File: src/rtl/pc_seq_if.sv
// Sequencer bus: control-unit opcode/interrupt inputs and PC/stack status outputs.
// The master side is the control unit; the slave side is pc_sequencer.
interface pc_seq_if #(
    parameter int ADDR_W = 16,
    parameter int DEPTH  = 8,
    parameter int IRQ_N  = 4
);
    localparam int DEPTH_W = $clog2(DEPTH + 1);

    logic               stall;
    logic [2:0]         op;
    logic [ADDR_W-1:0]  target;
    logic [IRQ_N-1:0]   irqReq;
    logic [IRQ_N-1:0]   irqMask;
    logic               clrFlags;
    logic [ADDR_W-1:0]  pc;
    logic [IRQ_N-1:0]   irqAck;
    logic               intEnable;
    logic               inIsr;
    logic [DEPTH_W-1:0] depth;
    logic               overflow;
    logic               underflow;

    modport master (
        output stall, op, target, irqReq, irqMask, clrFlags,
        input  pc, irqAck, intEnable, inIsr, depth, overflow, underflow
    );

    modport slave (
        input  stall, op, target, irqReq, irqMask, clrFlags,
        output pc, irqAck, intEnable, inIsr, depth, overflow, underflow
    );
endinterface

File: src/rtl/pc_sequencer.sv
// Program counter, circular return-address stack and prioritised vectored interrupt entry.
// Optional macro PC_SEQ_STACK_GUARD_EN: stack faults vector to FAULT_VEC instead of wrapping.
module pc_sequencer #(
    parameter int                ADDR_W     = 16,
    parameter int                DEPTH      = 8,
    parameter int                IRQ_N      = 4,
    parameter logic [ADDR_W-1:0] RESET_VEC  = 16'h0000,
    parameter logic [ADDR_W-1:0] IRQ_BASE   = 16'h00F0,
    parameter int                VEC_STRIDE = 4,
    parameter logic [ADDR_W-1:0] FAULT_VEC  = 16'h00EC
) (
    input  logic       clk,
    input  logic       rst_n,
    pc_seq_if.slave    bus
);
    localparam int DEPTH_W = $clog2(DEPTH + 1);
    localparam int PTR_W   = $clog2(DEPTH);
    localparam logic [DEPTH_W-1:0] FULL = DEPTH_W'(DEPTH);
    localparam logic [PTR_W-1:0]   LAST = PTR_W'(DEPTH - 1);

`ifdef PC_SEQ_STACK_GUARD_EN
    localparam bit GUARD_EN = 1'b1;
`else
    localparam bit GUARD_EN = 1'b0;
`endif

    localparam logic [2:0] OP_NEXT = 3'b000;
    localparam logic [2:0] OP_HOLD = 3'b001;
    localparam logic [2:0] OP_JUMP = 3'b010;
    localparam logic [2:0] OP_CALL = 3'b011;
    localparam logic [2:0] OP_RET  = 3'b100;
    localparam logic [2:0] OP_RETI = 3'b101;
    localparam logic [2:0] OP_EI   = 3'b110;
    localparam logic [2:0] OP_DI   = 3'b111;

    logic [ADDR_W-1:0]  pc_q, pc_d;
    logic [IRQ_N-1:0]   ack_q, ack_d;
    logic               ie_q, ie_d;
    logic               isr_q, isr_d;
    logic               ovf_q, ovf_d;
    logic               unf_q, unf_d;
    logic [DEPTH_W-1:0] depth_q;
    logic [PTR_W-1:0]   sp_q;
    logic [ADDR_W-1:0]  stk_q [DEPTH];

    logic [IRQ_N-1:0]   pend, onehot;
    logic [ADDR_W-1:0]  vec, pc_inc, top;
    logic [PTR_W-1:0]   sp_prev;
    logic               accept, push, pop, push_ok, pop_ok;

    // sp_q is the next free slot; when full it points at the oldest entry
    assign sp_prev = (sp_q == '0) ? LAST : sp_q - 1'b1;
    assign top     = stk_q[sp_prev];
    assign pc_inc  = pc_q + 1'b1;

    always_comb begin
        pend   = bus.irqReq & bus.irqMask;
        vec    = IRQ_BASE;
        onehot = '0;
        // Descending scan so the lowest pending channel is the one left standing
        for (int i = IRQ_N - 1; i >= 0; i--) begin
            if (pend[i]) begin
                vec    = IRQ_BASE + ADDR_W'(i * VEC_STRIDE);
                onehot = IRQ_N'(1) << i;
            end
        end
        accept = !bus.stall && ie_q && (bus.op == OP_NEXT) && (|pend);

        pc_d  = pc_q;
        ie_d  = ie_q;
        isr_d = isr_q;
        ack_d = '0;
        ovf_d = ovf_q;
        unf_d = unf_q;
        push  = 1'b0;
        pop   = 1'b0;

        if (!bus.stall) begin
            ovf_d = ovf_q & ~bus.clrFlags;
            unf_d = unf_q & ~bus.clrFlags;
            if (accept) begin
                push  = 1'b1;
                pc_d  = vec;
                ie_d  = 1'b0;
                isr_d = 1'b1;
                ack_d = onehot;
            end else begin
                case (bus.op)
                    OP_NEXT: pc_d = pc_inc;
                    OP_HOLD: pc_d = pc_q;
                    OP_JUMP: pc_d = bus.target;
                    OP_CALL: begin push = 1'b1; pc_d = bus.target; end
                    OP_RET:  pop = 1'b1;
                    OP_RETI: begin pop = 1'b1; ie_d = 1'b1; isr_d = 1'b0; end
                    OP_EI:   begin ie_d = 1'b1; pc_d = pc_inc; end
                    OP_DI:   begin ie_d = 1'b0; pc_d = pc_inc; end
                    default: pc_d = pc_q;
                endcase
            end

            if (pop) begin
                if (depth_q == '0) begin
                    unf_d = 1'b1;
                    pc_d  = GUARD_EN ? FAULT_VEC : RESET_VEC;
                    if (GUARD_EN) ie_d = 1'b0;
                end else begin
                    pc_d = top;
                end
            end
            if (push && depth_q == FULL) begin
                ovf_d = 1'b1;
                if (GUARD_EN) begin
                    pc_d = FAULT_VEC;
                    ie_d = 1'b0;
                end
            end
        end

        push_ok = push && !(GUARD_EN && depth_q == FULL);
        pop_ok  = pop && (depth_q != '0);
    end

    always_ff @(posedge clk or negedge rst_n) begin
        if (!rst_n) begin
            pc_q    <= RESET_VEC;
            ack_q   <= '0;
            ie_q    <= 1'b0;
            isr_q   <= 1'b0;
            ovf_q   <= 1'b0;
            unf_q   <= 1'b0;
            depth_q <= '0;
            sp_q    <= '0;
            for (int i = 0; i < DEPTH; i++) stk_q[i] <= '0;
        end else begin
            pc_q  <= pc_d;
            ack_q <= ack_d;
            ie_q  <= ie_d;
            isr_q <= isr_d;
            ovf_q <= ovf_d;
            unf_q <= unf_d;
            if (push_ok) begin
                stk_q[sp_q] <= pc_inc;
                sp_q        <= (sp_q == LAST) ? '0 : sp_q + 1'b1;
                if (depth_q != FULL) depth_q <= depth_q + 1'b1;
            end else if (pop_ok) begin
                sp_q    <= sp_prev;
                depth_q <= depth_q - 1'b1;
            end
        end
    end

    assign bus.pc        = pc_q;
    assign bus.irqAck    = ack_q;
    assign bus.intEnable = ie_q;
    assign bus.inIsr     = isr_q;
    assign bus.depth     = depth_q;
    assign bus.overflow  = ovf_q;
    assign bus.underflow = unf_q;
endmodule
File: src/flat_wrapper.sv
// flat-port wrapper written by rule: the top's interface ports become plain ports
module pc_sequencer_flat 
#(
    parameter int                ADDR_W     = 16,
    parameter int                DEPTH      = 8,
    parameter int                IRQ_N      = 4,
    parameter logic [ADDR_W-1:0] RESET_VEC  = 16'h0000,
    parameter logic [ADDR_W-1:0] IRQ_BASE   = 16'h00F0,
    parameter int                VEC_STRIDE = 4,
    parameter logic [ADDR_W-1:0] FAULT_VEC  = 16'h00EC
)
  (clk, rst_n, bus_stall, bus_op, bus_target, bus_irqReq, bus_irqMask, bus_clrFlags, bus_pc, bus_irqAck, bus_intEnable, bus_inIsr, bus_depth, bus_overflow, bus_underflow);
  pc_seq_if #(.ADDR_W(ADDR_W), .DEPTH(DEPTH), .IRQ_N(IRQ_N)) bus_i ();
  input  logic clk;
  input  logic rst_n;
  input wire logic [$bits(bus_i.stall)-1:0] bus_stall;
  input wire logic [$bits(bus_i.op)-1:0] bus_op;
  input wire logic [$bits(bus_i.target)-1:0] bus_target;
  input wire logic [$bits(bus_i.irqReq)-1:0] bus_irqReq;
  input wire logic [$bits(bus_i.irqMask)-1:0] bus_irqMask;
  input wire logic [$bits(bus_i.clrFlags)-1:0] bus_clrFlags;
  output wire logic [$bits(bus_i.pc)-1:0] bus_pc;
  output wire logic [$bits(bus_i.irqAck)-1:0] bus_irqAck;
  output wire logic [$bits(bus_i.intEnable)-1:0] bus_intEnable;
  output wire logic [$bits(bus_i.inIsr)-1:0] bus_inIsr;
  output wire logic [$bits(bus_i.depth)-1:0] bus_depth;
  output wire logic [$bits(bus_i.overflow)-1:0] bus_overflow;
  output wire logic [$bits(bus_i.underflow)-1:0] bus_underflow;
  assign bus_i.stall = bus_stall;
  assign bus_i.op = bus_op;
  assign bus_i.target = bus_target;
  assign bus_i.irqReq = bus_irqReq;
  assign bus_i.irqMask = bus_irqMask;
  assign bus_i.clrFlags = bus_clrFlags;
  assign bus_pc = bus_i.pc;
  assign bus_irqAck = bus_i.irqAck;
  assign bus_intEnable = bus_i.intEnable;
  assign bus_inIsr = bus_i.inIsr;
  assign bus_depth = bus_i.depth;
  assign bus_overflow = bus_i.overflow;
  assign bus_underflow = bus_i.underflow;
  pc_sequencer #(.ADDR_W(ADDR_W), .DEPTH(DEPTH), .IRQ_N(IRQ_N), .RESET_VEC(RESET_VEC), .IRQ_BASE(IRQ_BASE), .VEC_STRIDE(VEC_STRIDE), .FAULT_VEC(FAULT_VEC)) u_core (.clk(clk), .rst_n(rst_n), .bus(bus_i));
endmodule
File: config.mk
export PLATFORM = sky130hd
export DESIGN_NAME = pc_sequencer_flat
export DESIGN_NICKNAME = d
export VERILOG_FILES = /design/src/rtl/pc_seq_if.sv /design/src/rtl/pc_sequencer.sv /design/src/flat_wrapper.sv
export SDC_FILE = /design/constraint.sdc
export NUM_CORES = 1
export LEC_CHECK = 0
export ABC_AREA = 1
export ABC_CLOCK_PERIOD_IN_PS = 2800
export BUFFER_PORTS_ARGS = -buffer_cell sky130_fd_sc_hd__buf_2
export CAP_MARGIN = 40
export CORE_ASPECT_RATIO = 1.5
export CORE_MARGIN = 3
export CORE_UTILIZATION = 30
export DETAILED_ROUTE_END_ITERATION = 16
export MAX_ROUTING_LAYER = met4
export PLACE_DENSITY = 0.51
export SYNTH_ARGS = -nofsm -noshare
export SYNTH_HDL_FRONTEND = slang
export SYNTH_SLANG_ARGS = --single-unit
File: constraint.sdc
create_clock -name clk -period 2.8 [get_ports clk]
set_input_delay 0 -clock clk [delete_from_list [all_inputs] [get_ports clk]]
set_output_delay 0 -clock clk [all_outputs]
set_load 0.03 [all_outputs]
=== Yosys cells after proc, flatten, opt, wreduce, memory -nomap -nowiden ===
Index checks and enable logic that the tools add are counted.

* Logic and storage cells: 107
* Flip-flop bits (word level): 159
* Output and inout port bits: 28

* Muxes and demuxes: 42
* Reductions and logical operators: 24
* Eq/ne operators: 10
* Order comparisons: 3
* Add/sub/neg operators: 5
* Bitwise logic cells: 7

{| class="wikitable"
|+ Operators with widths
! operator !! count
|-
| 16-bit two-way mux || 9
|-
| 128-bit bitwise mux || 1
|-
| 16-bit binary-select mux with 3-bit select || 1
|-
| 16-bit demux with 3-bit select || 1
|-
| 4-bit two-way mux || 10
|-
| 16-bit one-hot mux with 2 select lines || 1
|-
| 16-bit by 1-bit adder with 16-bit output (second input constant) || 1
|-
| 3-bit == test (second input constant) || 5
|-
| 1-bit two-way mux || 14
|-
| 3-bit two-way mux || 4
|-
| 4-bit >= comparator (second input constant) || 2
|-
| 3-bit inverter with 4-bit output || 2
|-
| 2-bit AND reduction || 4
|-
| 4-bit nonzero test || 2
|-
| 3-bit by 2-bit == test with 1-bit output (second input constant) || 2
|-
| 1-bit logical AND || 6
|-
| 3-bit logical NOT || 2
|-
| 2-bit OR reduction || 3
|-
| 4-bit by 1-bit adder with 4-bit output (second input constant) || 1
|-
| 4-bit bitwise AND || 1
|-
| 4-bit == test (second input constant) || 1
|-
| 4-bit logical NOT || 1
|-
| 4-bit by 1-bit < comparator with 1-bit output (second input constant) || 1
|-
| 4-bit inequality test (second input constant) || 1
|-
| 12 further kinds || 15
|}

=== Longest topological paths before layout ===
* Depth after elaboration: 10
* Gate-level depth with buffers: 17
* Gate-level depth less buffers: 16

=== Least setup slack after synthesis ===
No wires, ideal clock.

* Path kind: flip-flop to flip-flop
* Start: reg u_core.sp_q[0]
* End: reg u_core.pc_q[4], in the netlist u_core.bus.pc[4]
* Required time: 2.713 ns
* Cell stages (with the launch flop): 10
* Data arrival time: 2.010 ns
* Library setup time: 0.087 ns
* Setup slack: 0.703 ns
* Cell sequence: dfrtp_1 inv_2 ha_1 ha_1 clkbuf_1 inv_1 clkbuf_1 o211ai_1 nand3_1 a22oi_1

* Cells in the longest elaborated chain, start to end: 8

{| class="wikitable"
|+ Ends and longest elaborated chain
! element !! RTL line !! RTL
|-
| start, declared || pc_sequencer.sv:43 || <nowiki>logic [PTR_W-1:0] sp_q;</nowiki>
|-
| start signal, assigned || pc_sequencer.sv:143 || <nowiki>sp_q <= (sp_q == LAST) ? '0 : sp_q + 1'b1;</nowiki>
|-
| start signal, assigned || pc_sequencer.sv:146 || <nowiki>sp_q <= sp_prev;</nowiki>
|-
| 3-bit by 1-bit subtractor with 3-bit output / 3-bit logical NOT (equally long branches) || pc_sequencer.sv:52 || <nowiki>assign sp_prev = (sp_q == '0) ? LAST : sp_q - 1'b1;</nowiki>
|-
| 3-bit two-way mux (*) || pc_sequencer.sv:52 ||
|-
| 3-bit inverter with 4-bit output (implied by the code) (*) || pc_sequencer.sv:53 || <nowiki>assign top = stk_q[sp_prev];</nowiki>
|-
| 16-bit binary-select mux with 3-bit select (*) || pc_sequencer.sv:53 ||
|-
| 16-bit two-way mux (implied by the code) (*) (2 in a row) || pc_sequencer.sv:53 ||
|-
| 16-bit two-way mux (*) || pc_sequencer.sv:102 || <nowiki>if (depth_q == '0) begin</nowiki>
|-
| 16-bit two-way mux (*) || pc_sequencer.sv:101 || <nowiki>if (pop) begin</nowiki>
|-
| end signal, assigned || pc_sequencer.sv:135 || <nowiki>pc_q <= pc_d;</nowiki>
|-
| end, declared || pc_sequencer.sv:36 || <nowiki>logic [ADDR_W-1:0] pc_q, pc_d;</nowiki>
|}

Mark *: on every way between the ends. The rest lies on a longest branch, timed or not. The select of a mux whose other input is x is not followed.
A chain may end at the register's enable or synchronous reset.

=== Final worst setup path ===
* Start: in bus_irqMask[1]
* End: reg u_core.stk_q[59] in the netlist's numbering

* Cells in the longest elaborated chain, start to end: 6

{| class="wikitable"
|+ Ends and longest elaborated chain
! element !! RTL line !! RTL
|-
| start, declared || flat_wrapper.sv:20 || <nowiki>input wire logic [$bits(bus_i.irqMask)-1:0] bus_irqMask;</nowiki>
|-
| 4-bit bitwise AND || pc_sequencer.sv:57 || <nowiki>pend = bus.irqReq & bus.irqMask;</nowiki>
|-
| 4-bit OR reduction || pc_sequencer.sv:67 || <nowiki>accept = !bus.stall && ie_q && (bus.op == OP_NEXT) && (|pend);</nowiki>
|-
| 1-bit logical AND || pc_sequencer.sv:67 ||
|-
| 1-bit two-way mux || pc_sequencer.sv:81 || <nowiki>if (accept) begin</nowiki>
|-
| 1-bit two-way mux (2 in a row) || pc_sequencer.sv:78 || <nowiki>if (!bus.stall) begin</nowiki>
|-
| end signal, assigned by index || pc_sequencer.sv:142 || <nowiki>stk_q[sp_q] <= pc_inc;</nowiki>
|-
| end, declared || pc_sequencer.sv:44 || <nowiki>logic [ADDR_W-1:0] stk_q [DEPTH];</nowiki>
|}

Every way passes these cells. The select of a mux whose other input is x is not followed.

==> tab_implementation.tex <==
\begin{tabular}{lr}
\hline
Metric & Value \\
\hline
\multicolumn{2}{l}{\textbf{Outcome}} \\
\quad Result of the run & finished, violations left \\
\quad Failing checks & DRC \\
\multicolumn{2}{l}{\textbf{Logic synthesis}} \\
\quad Number of flops mapped to enable cells by yosys & 0 \\
\quad Number of standard cells after synthesis & approximately 1.0k \\
\quad Post-synthesis instance area & between 8000 and 9000 µm² \\
\quad Proportion of synthesized chip area in sequential cells & 0.494 \\
\quad Total nets after synthesis & between 1k and 1.5k \\
\quad Flop and latch count out of synthesis & roughly 160 \\
\quad Count of different cell masters after synthesis & 39 \\
\quad Fraction of registers with async set or reset after synthesis & 1.00 \\
\quad Primary FF master, synth & sky130\_fd\_sc\_hd\_\_dfrtp\_1 \\
\quad Total of warnings raised by yosys & 0 \\
\quad Average cell area after synthesis & 7.92 µm² \\
\multicolumn{2}{l}{\textbf{Clock tree}} \\
\quad Post CTS Setup Buffer Count & 0 \\
\quad Number of gates resized after CTS & 0 \\
\quad TritonCTS clock tree & done \\
\quad Latest clock arrival within the worst-skew pair & $\sim$0.43 ns \\
\quad Number of CTS-inserted buffers & 17 \\
\quad Depth of the CTS H-tree & 4 \\
\quad Hold-fix buffers at CTS & 27 \\
\quad Clock-pin slew reported for the worst setup and hold paths after clock tree synthesis & $\sim$0.060 ns \\
\quad Number of sinks driven by the clock tree & 159 \\
\quad Clk buf depth & 2 \\
\quad Clk root buf & sky130\_fd\_sc\_hd\_\_clkbuf\_16 \\
\multicolumn{2}{l}{\textbf{Layout}} \\
\quad Post-synthesis to final-layout area growth & 18.7\% \\
\quad Layout fillers & between 2k and 3k \\
\quad Most frequent cells in the layout & 256 x sky130\_fd\_sc\_hd\_\_nand2\_1, 159 x sky130\_fd\_sc\_hd\_\_dfrtp\_1, 132 x sky130\_fd\_sc\_hd\_\_o21ai\_0 \\
\quad Antenna Cells & 0 \\
\quad Fraction of layout instances using a drive strength above 1 & 0.126 \\
\quad Most common cell after layout, fill and taps aside & sky130\_fd\_sc\_hd\_\_nand2\_1 \\
\quad Net total in the final layout & 1,126 \\
\quad Final design utilization & 0.366 \\
\multicolumn{2}{l}{\textbf{Power}} \\
\quad Post-layout power & 11.1 mW \\
\quad Power spent charging and discharging nets & approximately 4.8 mW \\
\quad Internal Pwr Total & $\sim$6.3 mW \\
\quad Switching part of the total & 0.435 \\
\quad Largest vdd supply drop & between 0.7 and 0.8 mV \\
\quad Clock share of power & 0.214 \\
\quad Leakage dissipation & about 4.6 nW \\
\quad Power density of the placed cells & $\sim$1200 nW/µm² \\
\quad Fraction of power consumed by sequential logic & 0.341 \\
\quad Logic pwr share & 0.445 \\
\multicolumn{2}{l}{\textbf{Worst setup path}} \\
\quad Maximum single-stage delay on the critical path & just under 0.6 ns \\
\quad Number of cells on the worst reg-to-reg path & 10 \\
\quad Kind of critical path & input port to flop \\
\quad Signal arrival time at the worst endpoint & around 2.8 ns \\
\quad Crit path cell chain & dlygate4sd3\_1 -> buf\_2 -> nand2\_1 -> dlygate4sd3\_1 -> nand2\_1 -> inv\_1 -> nand2\_1 -> nand2\_4 -> nand2\_4 -> nand2\_4 -> nor2\_2 -> inv\_2 -> o21ai\_0 \\
\quad Cell family contributing the most delay on the critical path & buffers and inverters \\
\quad Cell at the slowest stage of the critical path & sky130\_fd\_sc\_hd\_\_dlygate4sd3\_1 \\
\quad Crit start category & input port \\
\quad CP required & around 3 ns \\
\quad Highest net fanout along the worst path & 32 \\
\quad Worst setup EP type & flop \\
\quad Buffering stage count on the worst path with inverters included & 5 \\
\quad CP Depth & 13 \\
\multicolumn{2}{l}{\textbf{STA}} \\
\quad Final-report max-slew violation count & 0 \\
\quad Final worst path period need & 2.53 ns \\
\quad PnR worst setup slack & $\sim$0.27 ns \\
\quad Fin Clk Skew & 0.00945 ns \\
\quad Pin slew with the least headroom to its limit & 0.758 ns \\
\quad Unrepaired setup endpoints after global routing & false \\
\quad Final critical-path share of the clock period & 0.904 \\
\quad Setup TNS after final layout & 0 ns \\
\quad Hold slack & around 0.015 ns \\
\quad Max-slew headroom at the worst pin & 0.495 \\
\quad Final count of negative-setup-slack endpoints & 0 \\
\quad Count of final hold-check violations & 0 \\
\quad Maximum clock frequency & 395 MHz \\
\multicolumn{2}{l}{\textbf{Job}} \\
\quad Max-capacitance violation count & 0 \\
\multicolumn{2}{l}{\textbf{Global route}} \\
\quad Antenna violations before repair & 0 \\
\quad Total GRT Usage & 0.180 \\
\quad Pin count of the biggest net entering global routing & a little under 80 \\
\quad First-pass GRT wire length & roughly 40,000 µm \\
\quad Vias in the first global route & approximately 6.9k \\
\quad Overflow left after global routing & 0 \\
\multicolumn{2}{l}{\textbf{Placed design}} \\
\quad DP Wirelength & $\sim$16,000 µm \\
\quad Buffers on Ports & a little under 60 \\
\quad Worst slack after detailed placement & 0.537 ns \\
\quad Routability-driven placement congestion ratio & 0.776 \\
\multicolumn{2}{l}{\textbf{Floorplan}} \\
\quad Ports placed on the boundary & 59 \\
\quad Floorplan die height & slightly above 200 µm \\
\quad Die Wd & 140 µm \\
\quad Total core area & approximately 26,000 µm² \\
\quad FP Rows & $\sim$70 \\
\quad Initial core utilization & 0.308 \\
\quad Overall die area & 28,900 µm² \\
\multicolumn{2}{l}{\textbf{Route}} \\
\quad Number of antenna-violating nets in the routed design & 0 \\
\quad Total length of routed wires & between 20,000 and 25,000 µm \\
\quad DR pass1 iterations & 11 \\
\quad Number of remaining DRC errors & 2 \\
\quad Average wire per standard cell & around 17 µm \\
\quad DR vias & 7,069 \\
\quad Post-detailed-route via-to-cell ratio & roughly 5 \\
\quad Number of DRC markers in iteration 0 & about 550 \\
\multicolumn{2}{l}{\textbf{Worst hold path}} \\
\quad Worst hold path type & input port to flop \\
\quad Hold Crit Depth & 7 \\
\hline
\end{tabular}
==> worst register-to-register path: stages, from the launching register on <==
cell                      delay [ns]
sky130_fd_sc_hd__dfrtp_1        0.49
sky130_fd_sc_hd__inv_1          0.13
sky130_fd_sc_hd__ha_1           0.20
sky130_fd_sc_hd__ha_1           0.22
sky130_fd_sc_hd__inv_1          0.08
sky130_fd_sc_hd__nand2_2        0.21
sky130_fd_sc_hd__buf_12         0.26
sky130_fd_sc_hd__o21ai_0        0.25
sky130_fd_sc_hd__nand3_1        0.13
sky130_fd_sc_hd__nand3_1        0.10
sky130_fd_sc_hd__a31oi_1        0.08
==> through the flow <==
step	std cells	cell area (µm²)
floorplan	1016	8050
detailed placement	1375	8690
global route	1433	9550
finish	1433	9550
CTS	1433	9550
global placement	1375	8690
==> worst paths after layout <==
| path | from | to | slack [ns] |
|---|---|---|---|
| max reg2reg | u_core.sp_q[1] | u_core.bus.pc[11] | 0.52 |
| min | bus_target[14] | u_core.bus.pc[14] | 0.02 |
| max in group asynchronous | rst_n | u_core.stk_q[91] | 1.87 |
| min reg2reg | u_core.stk_q[84] | u_core.stk_q[84] | 0.48 |
| max | bus_irqMask[1] | u_core.stk_q[59] | 0.27 |
| min in group asynchronous | rst_n | u_core.stk_q[1] | 0.18 |
==> area by class of cell <==
class	count	area, µm²	area share
inverters	89	334	0.0350
well taps	333	417	0.0436
clock inverters	10	139	0.0145
repair buffers	104	772	0.0808
multi-input cells	717	3460	0.362
flip-flops and latches	159	3980	0.417
clock buffers	21	450	0.0472
==> sequential cells by signal, indices dropped and copies added (netlist names) <==
register / cells
u_core.bus.pc: 16
u_core.bus.intEnable: 1
u_core.bus.inIsr: 1
u_core.bus.overflow: 1
u_core.bus.irqAck: 4
u_core.bus.underflow: 1
u_core.stk_q: 128
u_core.sp_q: 3
u_core.bus.depth: 4
==> synth_stat cells (3+ instances only) <==
cell	instances	share of area
sky130_fd_sc_hd__xor2_1	5	0.0054
sky130_fd_sc_hd__inv_2	9	0.0042
sky130_fd_sc_hd__buf_4	3	0.0028
sky130_fd_sc_hd__nand2_1	257	0.12
sky130_fd_sc_hd__buf_6	7	0.0098
sky130_fd_sc_hd__nor2_4	3	0.0042
sky130_fd_sc_hd__o21ai_1	71	0.044
sky130_fd_sc_hd__nand3_1	50	0.031
sky130_fd_sc_hd__nand3b_1	3	0.0028
sky130_fd_sc_hd__o211ai_1	16	0.015
sky130_fd_sc_hd__a21oi_1	41	0.025
sky130_fd_sc_hd__a31oi_1	6	0.0047
sky130_fd_sc_hd__dfrtp_1	159	0.49
sky130_fd_sc_hd__nand2_4	4	0.0056
sky130_fd_sc_hd__buf_2	19	0.012
sky130_fd_sc_hd__o21ai_0	132	0.082
sky130_fd_sc_hd__nor3_1	5	0.0031
sky130_fd_sc_hd__nor2_2	5	0.0039
sky130_fd_sc_hd__clkbuf_1	19	0.0089
sky130_fd_sc_hd__inv_1	79	0.037
sky130_fd_sc_hd__nand4_1	3	0.0023
sky130_fd_sc_hd__ha_1	7	0.011
sky130_fd_sc_hd__nor2_1	89	0.042
sky130_fd_sc_hd__o221ai_1	3	0.0033
==> logic make-up (layout without fill, tap and decap cells) <==
logic type      after synthesis  after routing  share of synthesized area
compound gates              273            273                      0.178
xor+xnor                      8              8                    0.00964
simple gates                429            429                      0.230
fa+ha+maj                     7              7                     0.0109
flops                       159            159                      0.494
buf+inv                     140            224                     0.0763
==> power groups by stage <==
stage	sequential, mW	clock [mW]	combinational [mW]
finish	3.79	2.38	4.94
global placement	3.81	0	4.89
CTS	3.79	2.43	4.98
detailed placement	3.82	0	4.92
global route	3.90	2.50	5.61
floorplan	3.90	0	3.23
==> routing by layer <==
layer / vias up / share of wire / global-route usage
li1: 3468 / - / -
met1: 3384 / 0.42 / 0.209
met2: 185 / 0.52 / 0.323
met3: 32 / 0.042 / 0.0219
met4: 0 / 0.023 / 0.0585
met5: - / 0 / -
No activity file was read; power rests on OpenSTA's default activity.
